--- src/rtl/gray_pkg.sv ---
// Shared definitions for the Gray-encoder arbiter: default sizes and a
// width-generic binary-to-Gray helper.
package gray_pkg;

  localparam int NREQ_DEF  = 4;
  localparam int WIDTH_DEF = 4;
  localparam int IDW       = $clog2(NREQ_DEF);
  localparam int GRAY_MAXW = 32;

  // Callers zero-extend to GRAY_MAXW; the low bits of the result are the
  // Gray code of the narrower word, because the extension bits are zero.
  function automatic logic [GRAY_MAXW-1:0] bin2gray(input logic [GRAY_MAXW-1:0] b);
    return b ^ (b >> 1);
  endfunction

endpackage

--- src/rtl/rr_arbiter.sv ---
// Round-robin priority search: the first asserted request at or after ptr
// wins. The search wraps modulo NREQ.
module rr_arbiter #(
  parameter int NREQ = 4,
  parameter int IDW  = $clog2(NREQ)
) (
  input  logic [NREQ-1:0] req,
  input  logic [IDW-1:0]  ptr,
  output logic [NREQ-1:0] grant,
  output logic [IDW-1:0]  grant_idx,
  output logic            any
);

  int unsigned    idx;
  logic [IDW-1:0] sel;

  always_comb begin
    grant     = '0;
    grant_idx = '0;
    any       = 1'b0;
    idx       = 0;
    sel       = '0;
    for (int unsigned k = 0; k < NREQ; k++) begin
      idx = k + 32'(ptr);
      if (idx >= NREQ) idx = idx - NREQ;
      sel = IDW'(idx);
      if (!any && req[sel]) begin
        any        = 1'b1;
        grant[sel] = 1'b1;
        grant_idx  = sel;
      end
    end
  end

endmodule

--- src/rtl/gray_conv_arbiter.sv ---
// One binary-to-Gray encoder shared among NREQ requesters through a
// round-robin arbiter and a single registered valid/ready output stage.
module gray_conv_arbiter
  import gray_pkg::*;
#(
  parameter int NREQ  = NREQ_DEF,
  parameter int WIDTH = WIDTH_DEF
) (
  input  logic                    clk,
  input  logic                    rst,
  input  logic [NREQ-1:0]         req_valid,
  input  logic [NREQ*WIDTH-1:0]   req_data,
  output logic [NREQ-1:0]         req_ready,
  output logic                    out_valid,
  output logic [WIDTH-1:0]        out_gray,
  output logic [WIDTH-1:0]        out_bin,
  output logic [$clog2(NREQ)-1:0] out_id,
  input  logic                    out_ready
);

  localparam int ID_W = $clog2(NREQ);

  logic [ID_W-1:0]            ptr;
  logic [NREQ-1:0]            grant;
  logic [ID_W-1:0]            win_idx;
  logic                       any_req;
  logic                       load_en;
  logic                       accept;
  logic [WIDTH-1:0]           win_word;
  logic [WIDTH-1:0]           gray_word;
  logic [GRAY_MAXW-1:WIDTH]   gray_unused;

  rr_arbiter #(
    .NREQ (NREQ),
    .IDW  (ID_W)
  ) u_arb (
    .req       (req_valid),
    .ptr       (ptr),
    .grant     (grant),
    .grant_idx (win_idx),
    .any       (any_req)
  );

  assign load_en   = !out_valid || out_ready;
  assign accept    = any_req && load_en && !rst;
  assign req_ready = accept ? grant : '0;
  assign win_word  = req_data[win_idx*WIDTH +: WIDTH];
  assign {gray_unused, gray_word} = bin2gray(GRAY_MAXW'(win_word));

  always_ff @(posedge clk) begin
    if (rst) begin
      out_valid <= 1'b0;
      out_gray  <= '0;
      out_bin   <= '0;
      out_id    <= '0;
      ptr       <= '0;
    end else if (accept) begin
      out_valid <= 1'b1;
      out_gray  <= gray_word;
      out_bin   <= win_word;
      out_id    <= win_idx;
      ptr       <= (win_idx == ID_W'(NREQ - 1)) ? '0 : win_idx + 1'b1;
    end else if (out_ready) begin
      // Drain with nothing to load: data holds, only valid drops.
      out_valid <= 1'b0;
    end
  end

endmodule

--- config.mk ---
export PLATFORM = sky130hd
export DESIGN_NAME = gray_conv_arbiter
export DESIGN_NICKNAME = d
export VERILOG_FILES = /design/src/rtl/gray_pkg.sv /design/src/rtl/rr_arbiter.sv /design/src/rtl/gray_conv_arbiter.sv
export SDC_FILE = /design/constraint.sdc
export NUM_CORES = 1
export LEC_CHECK = 0
export CORE_ASPECT_RATIO = 0.9
export CORE_UTILIZATION = 25
export DETAILED_ROUTE_END_ITERATION = 16
export SLEW_MARGIN = 20
export SYNTH_ARGS = -nofsm -noshare
export SYNTH_HDL_FRONTEND = slang
export SYNTH_SLANG_ARGS = --single-unit
--- constraint.sdc ---
create_clock -name clk -period 9.1 [get_ports clk]
set_input_delay 1.82 -clock clk [delete_from_list [all_inputs] [get_ports clk]]
set_output_delay 1.82 -clock clk [all_outputs]
set_load 0.03 [all_outputs]
---- Yosys cells after proc, flatten, opt, wreduce, memory -nomap -nowiden ----
Index checks and enable logic that the tools add are counted.
storage, ports and cells
  register bits after elaboration ......... 13
  input bits .............................. 23
operators by class
  add/sub/neg operators ................... 8
  $lt $le $gt $ge ......................... 12
  equality and inequality tests ........... 1
  shift-type cells ........................ 1
  muxes and demuxes ....................... 36
  bitwise logic cells ..................... 4
  reductions and logical operators ........ 16
operators by type and width
  kind                 number
  $mux 4               5
  $mux 2               9
  $shiftx 16x5->4      1
  $mux 1               14
  $lt 2x3->1 const B   4
  $or 4x4->4           3
  $ge 3x3->1 const B   3
  $logic_and 1x1->1    9
  $bmux 1 s2           4
  $demux 1 s2          4
  $ge 2x1->1 const B   4
  $sub 2x1->2 const B  4
  $add 2x2->3 const A  2
  $logic_not 1->1      5
  $xor 4x3->4          1
  $add 1x2->3 const A  1
  $ge 2x3->1 const B   1
  $add 2x1->2 const B  1
  $eq 2x2->1 const B   1
  $reduce_bool 2->1    1
  $logic_or 1x1->1     1

---- Logic depth before layout (Yosys ltp) ----
Gate-level depths: netlist of the first run.
  word-level depth ........................ 17
  mapped depth ............................ 12

---- By module ----
A second synthesis of the first run with hierarchy kept.
unflattened totals
  cells, all modules ...................... 126
  area, all modules ....................... 1198.6 µm²
by module, submodules not included
  module             instances  cells each  area each (µm²)
  gray_conv_arbiter  1          81          777.0
  rr_arbiter         1          45          421.7

---- Worst setup path before layout of the first run ----
No wires, ideal clock.
  path type ............................... input -> output
  start ................................... input req_valid[2]
  end ..................................... output req_ready[0]
  arrival ................................. 3.269 ns
  data required time ...................... 7.280 ns
  setup slack ............................. 4.011 ns
  cell stages on the path ................. 6
  buffers on the path ..................... 0
  cell sequence ........................... mux4_2 -> and2b_1 -> a22oi_1 -> nor2_1 -> a221oi_1 -> nor2_1
between the ends
  word-level cells in the longest chain between the ends .. 15
ends and longest elaborated chain
  element                         line                     RTL
  from (decl)                     gray_conv_arbiter.sv:11  input logic [NREQ-1:0] req_valid,
  $bmux 1 s2                      rr_arbiter.sv:27         if (!any && req[sel]) begin
  $mux 1 (implied by the code)    rr_arbiter.sv:27
  $mux 1                          rr_arbiter.sv:27
  $logic_not 1->1                 rr_arbiter.sv:27
  $logic_and 1x1->1               rr_arbiter.sv:27
  $mux 1                          rr_arbiter.sv:27
  $logic_not 1->1                 rr_arbiter.sv:27
  $logic_and 1x1->1               rr_arbiter.sv:27
  $mux 1                          rr_arbiter.sv:27
  $logic_not 1->1                 rr_arbiter.sv:27
  $logic_and 1x1->1               rr_arbiter.sv:27
  $mux 1                          rr_arbiter.sv:27
  $logic_and 1x1->1 (2 in a row)  gray_conv_arbiter.sv:45  assign accept = any_req && load_en && !rst;
  $mux 4 *                        gray_conv_arbiter.sv:46  assign req_ready = accept ? grant : '0;
  to (decl)                       gray_conv_arbiter.sv:13  output logic [NREQ-1:0] req_ready,
Every way passes the cells marked *; elsewhere a longest branch is shown, timed or not. The select of a mux whose other input is x is not followed.

---- Worst setup path after layout of the first run ----
  start ................................... input req_valid[2]
  end ..................................... output req_ready[1]
The elaborated chain is that of the path after synthesis.

==> flow_metrics.py, run 1 <==
metrics = {
    "cts": {
        "cts_buffers": 3,
        "insertion_delay_ps": 240,
        "path_clk_slew_ps": 50,
        "cts_post_setup_buffers_inserted": 0,
        "hold_buffers": 0,
        "cts.repair.resized": 0,
        "root_buffer": "clkbuf_8",
        "cts_max_level": 1,
        "cts_tree": "yes",
        "clockBufferDepth": 2,
        "cts.sinks": 12,
    },
    "floorplanning": {
        "io_pins": 38,
        "start_util_pct": 26.0,
        "dieWidth_um": 76.7,
        "die_h_um": 69.3,
        "coreArea_um2": 4830,
        "die-area_um2": 5310,
        "rows": 24,
    },
    "placement": {
        "routabilityCongestion": 0.756,
        "place_inst": 244,
        "io_buffer_count": 37,
        "place_ws_ps": 2910,
        "post-dp-hpwl_um": 2340,
    },
    "global_routing": {
        "grt_pass1_wl_um": 5220,
        "gr-total-overflow": 0,
        "track_usage_pct": 12.0,
        "grt_max_degree": 19,
        "grt_antenna_before_repair": 0,
        "first_global_vias": 1080,
    },
    "power": {
        "p_total_w": 0.000487,
        "p_int_w": 0.000260,
        "powerDensity_nw_per_um2": 284,
        "ir_worst_vdd_mv": 0.137,
        "power.net_switching_w": 0.000228,
        "p_leak_nw": 0.641,
        "power.share.sequential_pct": 19.4,
        "clkPwrFrac_pct": 9.8,
        "comb_power_share_pct": 70.8,
        "p_sw_share_pct": 46.7,
    },
    "worst_hold_path": {
        "hold_class": "reg -> reg",
    },
    "logic_synthesis": {
        "synth_async_sr_flop_share_pct": 0,
        "synthTopCellsByArea": "dfxtp_1 19%, mux2i_1 11%, xnor2_1 8.4%",
        "ys_types": 38,
        "synth_fa_ha_area_share_pct": 7.97,
        "synth_edf_count": 0,
        "synth_top_area_share_pct": 19.1,
        "synth_seq_cells": 12,
        "ys_seq_area_share_pct": 19.1,
        "syn_nets": 182,
        "syn_area_um2": 1260,
        "synth_top_family_by_area": "simple AND/OR/NAND/NOR gates",
        "yosys-top-cells-count": "16 x nor2_1, 14 x mux2i_1, 12 x dfxtp_1, 12 x nand2_1, 12 x xnor2_1",
        "synth_compound_gate_area_share_pct": 19.7,
        "avgSynthCellArea_um2": 8.32,
        "synthFlopType": "dfxtp_1",
        "yosysWarnings": 0,
        "syn_inst": 151,
        "synth_xor_area_share_pct": 9.06,
        "synth_area_leader_cell": "dfxtp_1",
        "synth.mux.area_fraction_pct": 16.5,
        "synth-simple-area-share_pct": 22.7,
        "yosysMostFrequentCell": "nor2_1",
    },
    "final_layout": {
        "stdcell_count": 247,
        "drive_gt1_share_pct": 6.04,
        "final_nets": 215,
        "diodes": 0,
        "syn2layout_area_growth_pct": 36.5,
    },
    "sta": {
        "layout_min_cycle_time_ps": 6190,
        "final.period_utilization_pct": 68.0,
        "max_clock_freq_ghz": 0.162,
        "hold_viol": 0,
        "rsz0062_at_grt": "false",
        "maxSlewViolCount": 0,
        "setup_viol": 0,
        "final.setup.tns_ps": 0,
        "fin_ws_ps": 2910,
        "fin_skew_ps": 4.32,
        "max_slew_margin_pct": 53.9,
        "worst_pin_slew_ps": 690,
        "hold_ws_ps": 453,
    },
    "job": {
        "cap_violations": 0,
    },
    "outcome": {
        "status": "finished clean",
    },
    "routing": {
        "vias_per_cell": 4.88,
        "drt_iter0_drc": 75,
        "drt-total-wl_um": 3070,
        "drc": 0,
        "vias": 1206,
        "detail-route-antenna-nets": 0,
        "firstDrtPassIters": 4,
        "wl_per_cell_um": 12.4,
    },
    "setup_path": {
        "crit_required_ps": 7280,
        "cp_slowest_stage_delay_ps": 670,
        "arrival_ps": 4370,
        "critPathKind": "in -> out",
        "worstPathCellList": "clkdlybuf4s50_1, mux4_2, and2b_1, a22oi_1, nor2_1, a221oi_1, nor2_1, clkdlybuf4s50_1",
        "cp_slowest_cell": "clkdlybuf4s50_1",
        "cp-start-kind": "input port",
        "end_kind": "output port",
        "cp_max_fo": 12,
    },
}
## routing by layer
layer / part of all wire (%) / GRT usage, % / vias up
li1: - / - / 617
met1: 52 / 17.6 / 561
met2: 44 / 18.2 / 28
met3: 4.2 / 3.42 / 0
met4: 0 / 0 / 0
met5: 0 / 0 / -
## power by group through the flow
stage	logic [W]	registers, W	clock network [W]
6_report	0.000345	0.0000947	0.0000476
5_1_grt	0.000377	0.0000988	0.0000521
4_1_cts	0.000347	0.0000953	0.0000490
3_5_place_dp	0.000346	0.0000960	0
3_3_place_gp	0.000345	0.0000960	0
2_1_floorplan	0.000239	0.000111	0
## sequential cells by signal, summed over array words and instances (netlist names)
signal     count
out_bin        3
out_gray       4
out_id         2
out_valid      1
ptr            2
## stage by stage
| stage | instance area (um^2) | util [%] |
|---|---|---|
| 6_report | 1710 | 35.5 |
| 5_1_grt | 1710 | 35.5 |
| 4_1_cts | 1710 | 35.5 |
| 3_5_place_dp | 1670 | 34.6 |
| 3_3_place_gp | 1670 | 34.6 |
| 2_1_floorplan | 1260 | - |
## cell type report
| class | count | area, um^2 |
|---|---|---|
| multi-input cells | 125 | 955 |
| repair buffers | 39 | 385 |
| well taps | 65 | 81.3 |
| clock buffers | 3 | 41.3 |
| flip-flops and latches | 12 | 240 |
| fillers | 495 | 3120 |
| inverters | 3 | 11.3 |
## path summary, 6_finish.rpt
kind / slack (ps) / depth (start not counted) / end / start
worst max-delay path: 2910 / 8 / req_ready[1] / req_valid[2]
worst min-delay path: 450 / 2 / out_id[1] / out_id[1]
worst max register to register: 5890 / 9 / out_bin[1] / ptr[0]
worst min register to register: 450 / 2 / out_id[1] / out_id[1]
## cells by family after synthesis
| family | after synthesis |
|---|---|
| DFF | 12 |
| and+or+nand+nor | 55 |
| buffers and inverters | 14 |
| xor gates and xnor gates | 13 |
| muxes | 17 |
| adders and majority gates | 8 |
| AOI/OAI and AO/OA | 32 |
## cells in the final DEF (no fill, tap or decap), types with 2 or more instances in the layout
master / Yosys / layout
mux4_2: 3 / 3
nor4b_1: 2 / 2
clkdlybuf4s50_1: 0 / 37
ha_1: 8 / 8
a221oi_1: 4 / 4
inv_1: 3 / 3
xnor2_1: 12 / 12
dfxtp_1: 12 / 12
nand2_1: 12 / 12
clkbuf_8: 0 / 3
nor2b_1: 4 / 4
a22oi_1: 4 / 4
nor2_1: 16 / 16
buf_4: 2 / 2
nand2b_1: 5 / 5
o22ai_1: 5 / 5
o221ai_1: 3 / 3
mux2i_1: 14 / 14
nor3_1: 5 / 5
a21oi_1: 7 / 7
nand3b_1: 4 / 4
## critical path: cells and delay by family
kind / cells / cell delay, ps
buffers and inverters: 2 / 1260
AOI/OAI and AO/OA: 2 / 150
and+or+nand+nor: 3 / 520
muxes: 1 / 620
Note: power is estimated with default switching activity, not from simulation.
==> inputs of run 2 (changes only) <==
Clock period 9.1 ns to 5.2 ns, I/O delays scaled along.
==> run 2 against run 1 <==
Net effect: sequential share of layout area shrank 0.11 points; global-route usage increased by 0.45 points; design area up 0.80%; count of clock-buffer cells in the layout is 1 higher; die area is the same; clock power up 110%; cell count rose by 0.40%; critical path type unchanged.
==> flow_metrics.py, run 2 (synthesis gave the netlist of run 1 again) <==
metrics = {
    "outcome": {
        "status": "finished clean",
    },
    "setup_path": {
        "cp-start-kind": "input port",
        "crit_buf_inv": 2,
        "arrival_ps": 3610,
        "r2r_end": "out_bin[1]",
        "cpLargestDelayFamily": "buffers and inverters",
        "crit_required_ps": 4160,
        "timing.rr.start": "ptr[1]",
        "cp_slowest_cell": "clkdlybuf4s50_1",
        "cp_slowest_stage_delay_ps": 670,
        "critPathKind": "in -> out",
        "end_kind": "output port",
        "cp_max_fo": 12,
        "worstPathCellList": "clkdlybuf4s50_1, mux4_2, and2b_1, a22oi_1, nor2_1, a221oi_1, nor2_1, clkdlybuf4s50_1",
        "reg2reg_depth": 9,
        "ff2ff_setup_slack_ps": 2290,
        "path_depth": 8,
    },
    "sta": {
        "rsz0062_at_grt": "false",
        "final.period_utilization_pct": 89.5,
        "fin_skew_ps": 9.26,
        "max_slew_margin_pct": 39.3,
        "hold_viol": 0,
        "max_clock_freq_ghz": 0.215,
        "worst_pin_slew_ps": 903,
        "final.setup.tns_ps": 0,
        "layout_min_cycle_time_ps": 4650,
        "maxSlewViolCount": 0,
        "setup_viol": 0,
    },
    "final_layout": {
        "layout_commonest_cell": "clkdlybuf4s50_1",
        "syn2layout_area_growth_pct": 37.6,
        "stdcell_count": 248,
        "layout_common_cells": "37 x clkdlybuf4s50_1, 16 x nor2_1, 14 x mux2i_1",
        "drive_gt1_share_pct": 6.56,
        "final_nets": 215,
        "top_regs": "out_gray: 4 flops, out_bin: 3 flops",
        "largest_reg_flops": 4,
        "diodes": 0,
        "regMostFlops": "out_gray",
    },
    "routing": {
        "drc": 0,
        "wl_per_cell_um": 12.5,
        "detail-route-antenna-nets": 0,
        "firstDrtPassIters": 4,
        "vias": 1210,
        "drt_iter0_drc": 73,
        "vias_per_cell": 4.88,
        "drt-total-wl_um": 3110,
    },
    "floorplanning": {
        "dieWidth_um": 76.7,
        "die_h_um": 69.3,
        "io_pins": 38,
        "die-area_um2": 5310,
        "start_util_pct": 26.0,
        "coreArea_um2": 4830,
        "rows": 24,
    },
    "power": {
        "comb_power_share_pct": 71.9,
        "power.net_switching_w": 0.000405,
        "p_sw_share_pct": 46.1,
        "p_total_w": 0.000879,
        "clkPwrFrac_pct": 11.6,
        "p_int_w": 0.000474,
        "p_leak_nw": 0.648,
        "powerDensity_nw_per_um2": 509,
        "ir_worst_vdd_mv": 0.201,
        "power.share.sequential_pct": 16.5,
    },
    "placement": {
        "io_buffer_count": 37,
        "post-dp-hpwl_um": 2400,
        "place_inst": 244,
        "routabilityCongestion": 0.761,
    },
    "cts": {
        "cts_tree": "yes",
        "root_buffer": "clkbuf_8",
        "path_clk_slew_ps": 50,
        "cts_buffers": 3,
        "cts_max_level": 1,
        "clockBufferDepth": 2,
        "cts.repair.resized": 0,
        "insertion_delay_ps": 240,
        "cts.sinks": 12,
        "cts_post_setup_buffers_inserted": 0,
        "hold_buffers": 0,
    },
    "global_routing": {
        "grt_antenna_before_repair": 0,
        "grt_pass1_wl_um": 5320,
        "gr-total-overflow": 0,
        "first_global_vias": 1083,
        "track_usage_pct": 12.4,
        "grt_max_degree": 18,
    },
    "worst_hold_path": {
        "hold_class": "reg -> reg",
        "min_to": "out_id[1]",
        "min-delay-start": "out_id[1]",
        "min_delay_path_depth": 2,
    },
    "job": {
        "cap_violations": 0,
    },
}
[run 2: cell types whose count changed in the layout (fill, tap and decap cells not counted)]
cell,before,now
clkbuf_8,3,4
[run 2: routing by layer]
layer  up-vias  global-route usage, %  routed length [um]
met5         -                      0                   0
met4         0                  0.641                   0
met3         0                   3.55                 148
met2        25                   18.8                1430
met1       568                   18.0                1530
li1        617                      -                   -
[run 2: layout make-up]
type	instances	area, um^2
Fill cell	492	3110
Multi-Input combinational cell	125	955
Timing Repair Buffer	39	385
Sequential cell	12	240
Tap cell	65	81.3
Clock buffer	4	55.1
Inverter	3	11.3
[run 2: worst max path at each step]
stage / from / end / slack [ps]
after floorplan: ptr[0] / req_ready[0] / 1490
after detailed placement: req_valid[2] / req_ready[2] / 550
after CTS: req_valid[2] / req_ready[1] / 550
final: req_valid[2] / req_ready[2] / 550
after global placement: req_valid[2] / req_ready[2] / 590
after global routing: req_valid[2] / req_ready[2] / 320
[run 2: power by group through the flow]
| stage | Clock [W] | Sequential (W) | Combinational [W] |
|---|---|---|---|
| floorplan | 0 | 0.000195 | 0.000419 |
| global route | 0.000110 | 0.000151 | 0.000689 |
| finish | 0.000102 | 0.000145 | 0.000632 |
| CTS | 0.000104 | 0.000146 | 0.000635 |
| global placement | 0 | 0.000147 | 0.000631 |
| detailed placement | 0 | 0.000148 | 0.000633 |
[run 2: tightest hold or removal path, cell delays in order (launching register included)]
cell and delay, ps:
dfxtp_1 310, nand2_1 60, a21oi_1 60
[run 2: stage by stage]
stage / worst slack, ps / utilization [%] / hold WS, ps / area, um^2
after global routing: 324 / 35.7 / 490 / 1730
after global placement: 586 / 34.6 / 445 / 1670
final: 546 / 35.7 / 470 / 1730
after floorplan: 1490 / - / 584 / 1260
after CTS: 546 / 35.7 / 476 / 1730
after detailed placement: 547 / 34.6 / 468 / 1670
==> inputs of run 3 (changes only) <==
Settings changed: CORE_ASPECT_RATIO 0.9 to unset, SLEW_MARGIN 20 to 40.
==> run 3 against run 2 <==
Net effect: critical path depth unchanged; sequential share of layout area increased by 0.051 points; hold slack got worse by 8.8 ps; critical path type unchanged; highest routed layer is now met4; design area decreased by 0.36%.
==> flow_metrics.py, run 3 (synthesis gave the netlist of run 1 again) <==
metrics = {
    "outcome": {
        "status": "finished clean",
    },
    "routing": {
        "drt_iter0_drc": 49,
        "vias_per_cell": 4.82,
        "drt-total-wl_um": 3170,
        "drc": 0,
        "firstDrtPassIters": 4,
        "wl_per_cell_um": 12.7,
        "vias": 1201,
        "detail-route-antenna-nets": 0,
    },
    "sta": {
        "max_clock_freq_ghz": 0.215,
        "maxSlewViolCount": 0,
        "max_slew_margin_pct": 64.2,
        "hold_ws_ps": 461,
        "final.setup.tns_ps": 0,
        "final.period_utilization_pct": 89.6,
        "fin_ws_ps": 542,
        "setup_viol": 0,
        "worst_pin_slew_ps": 534,
        "layout_min_cycle_time_ps": 4660,
        "fin_skew_ps": 1.79,
        "rsz0062_at_grt": "false",
        "hold_viol": 0,
    },
    "global_routing": {
        "grt_pass1_wl_um": 5230,
        "track_usage_pct": 12.6,
        "grt_max_degree": 18,
        "grt_antenna_before_repair": 0,
        "gr-total-overflow": 0,
        "first_global_vias": 1095,
    },
    "placement": {
        "post-dp-hpwl_um": 2430,
        "routabilityCongestion": 0.829,
        "io_buffer_count": 37,
        "place_ws_ps": 564,
    },
    "floorplanning": {
        "rows": 25,
        "die-area_um2": 5310,
        "dieWidth_um": 72.9,
        "coreArea_um2": 4790,
        "start_util_pct": 26.2,
        "io_pins": 38,
        "die_h_um": 72.9,
    },
    "cts": {
        "insertion_delay_ps": 240,
        "cts_buffers": 3,
        "clockBufferDepth": 2,
        "cts_max_level": 1,
        "cts.repair.resized": 0,
        "cts.sinks": 12,
        "cts_post_setup_buffers_inserted": 0,
        "root_buffer": "clkbuf_8",
        "hold_buffers": 0,
        "path_clk_slew_ps": 50,
        "cts_tree": "yes",
    },
    "final_layout": {
        "drive_gt1_share_pct": 6.59,
        "diodes": 0,
        "seqCellArea_um2": 240,
        "final_nets": 215,
        "syn2layout_area_growth_pct": 37.1,
        "multi_input_area_um2": 960,
        "regMostFlops": "out_gray",
        "nFillCells": 514,
        "largest_reg_flops": 4,
        "layout_common_cells": "37 x clkdlybuf4s50_1, 16 x nor2_1, 14 x mux2i_1",
        "layout_commonest_cell": "clkdlybuf4s50_1",
        "top_regs": "out_gray: 4 flops, out_bin: 3 flops",
    },
    "setup_path": {
        "worstSetupStartpoint": "req_valid[2]",
        "cp_max_fo": 12,
        "critPathKind": "in -> out",
        "crit_required_ps": 4160,
        "timing.rr.start": "ptr[1]",
        "arrival_ps": 3620,
        "cp-start-kind": "input port",
        "end_kind": "output port",
    },
    "worst_hold_path": {
        "hold_class": "reg -> reg",
        "min-delay-start": "out_id[1]",
    },
    "power": {
        "power.net_switching_w": 0.000401,
        "ir_worst_vdd_mv": 0.226,
        "p_leak_nw": 0.642,
        "p_int_w": 0.000458,
        "power.share.sequential_pct": 16.8,
        "comb_power_share_pct": 73.4,
        "clkPwrFrac_pct": 9.8,
        "powerDensity_nw_per_um2": 499,
        "p_sw_share_pct": 46.6,
    },
    "job": {
        "cap_violations": 0,
    },
}
==> run 3: routing by layer <==
| metal | wire (um) | global-route usage (%) | vias up |
|---|---|---|---|
| li1 | - | - | 616 |
| met1 | 1540 | 17.0 | 563 |
| met2 | 1500 | 20.1 | 18 |
| met3 | 97 | 2.76 | 4 |
| met4 | 31 | 3.92 | 0 |
| met5 | 0 | 0 | - |
==> run 3: cell type report <==
class / count / area share, %
Clock buffer: 3 / 2.40
Inverter: 3 / 0.654
Multi-Input combinational cell: 125 / 55.7
Sequential cell: 12 / 14.0
Tap cell: 67 / 4.87
Timing Repair Buffer: 39 / 22.4
==> run 3: worst max-delay path: stages <==
cell and delay (ps):
clkdlybuf4s50_1 590, mux4_2 620, and2b_1 310, a22oi_1 100, nor2_1 110, a221oi_1 60, nor2_1 110, clkdlybuf4s50_1 680
==> run 3: final timing paths <==
path,slack (ps),cells past startpoint,endpoint
max,540,8,req_ready[2]
min,460,2,out_id[1]
max reg2reg,2250,9,out_bin[1]
min reg2reg,460,2,out_id[1]
==> run 3: power by group through the flow <==
stage / clock network [W] / logic, W / registers [W]
4_1_cts: 0.0000879 / 0.000632 / 0.000144
6_report: 0.0000839 / 0.000631 / 0.000144
5_1_grt: 0.0000937 / 0.000681 / 0.000150
3_3_place_gp: 0 / 0.000630 / 0.000145
2_1_floorplan: 0 / 0.000419 / 0.000195
3_5_place_dp: 0 / 0.000630 / 0.000146
==> run 3: stage by stage <==
step	utilization (%)	power [W]	std cells	area (um^2)
6_report	36.0	0.000859	249	1720
5_1_grt	36.0	0.000925	249	1720
4_1_cts	36.0	0.000865	249	1720
3_5_place_dp	35.1	0.000776	246	1680
3_3_place_gp	35.0	0.000775	246	1680
2_1_floorplan	-	0.000614	151	1260
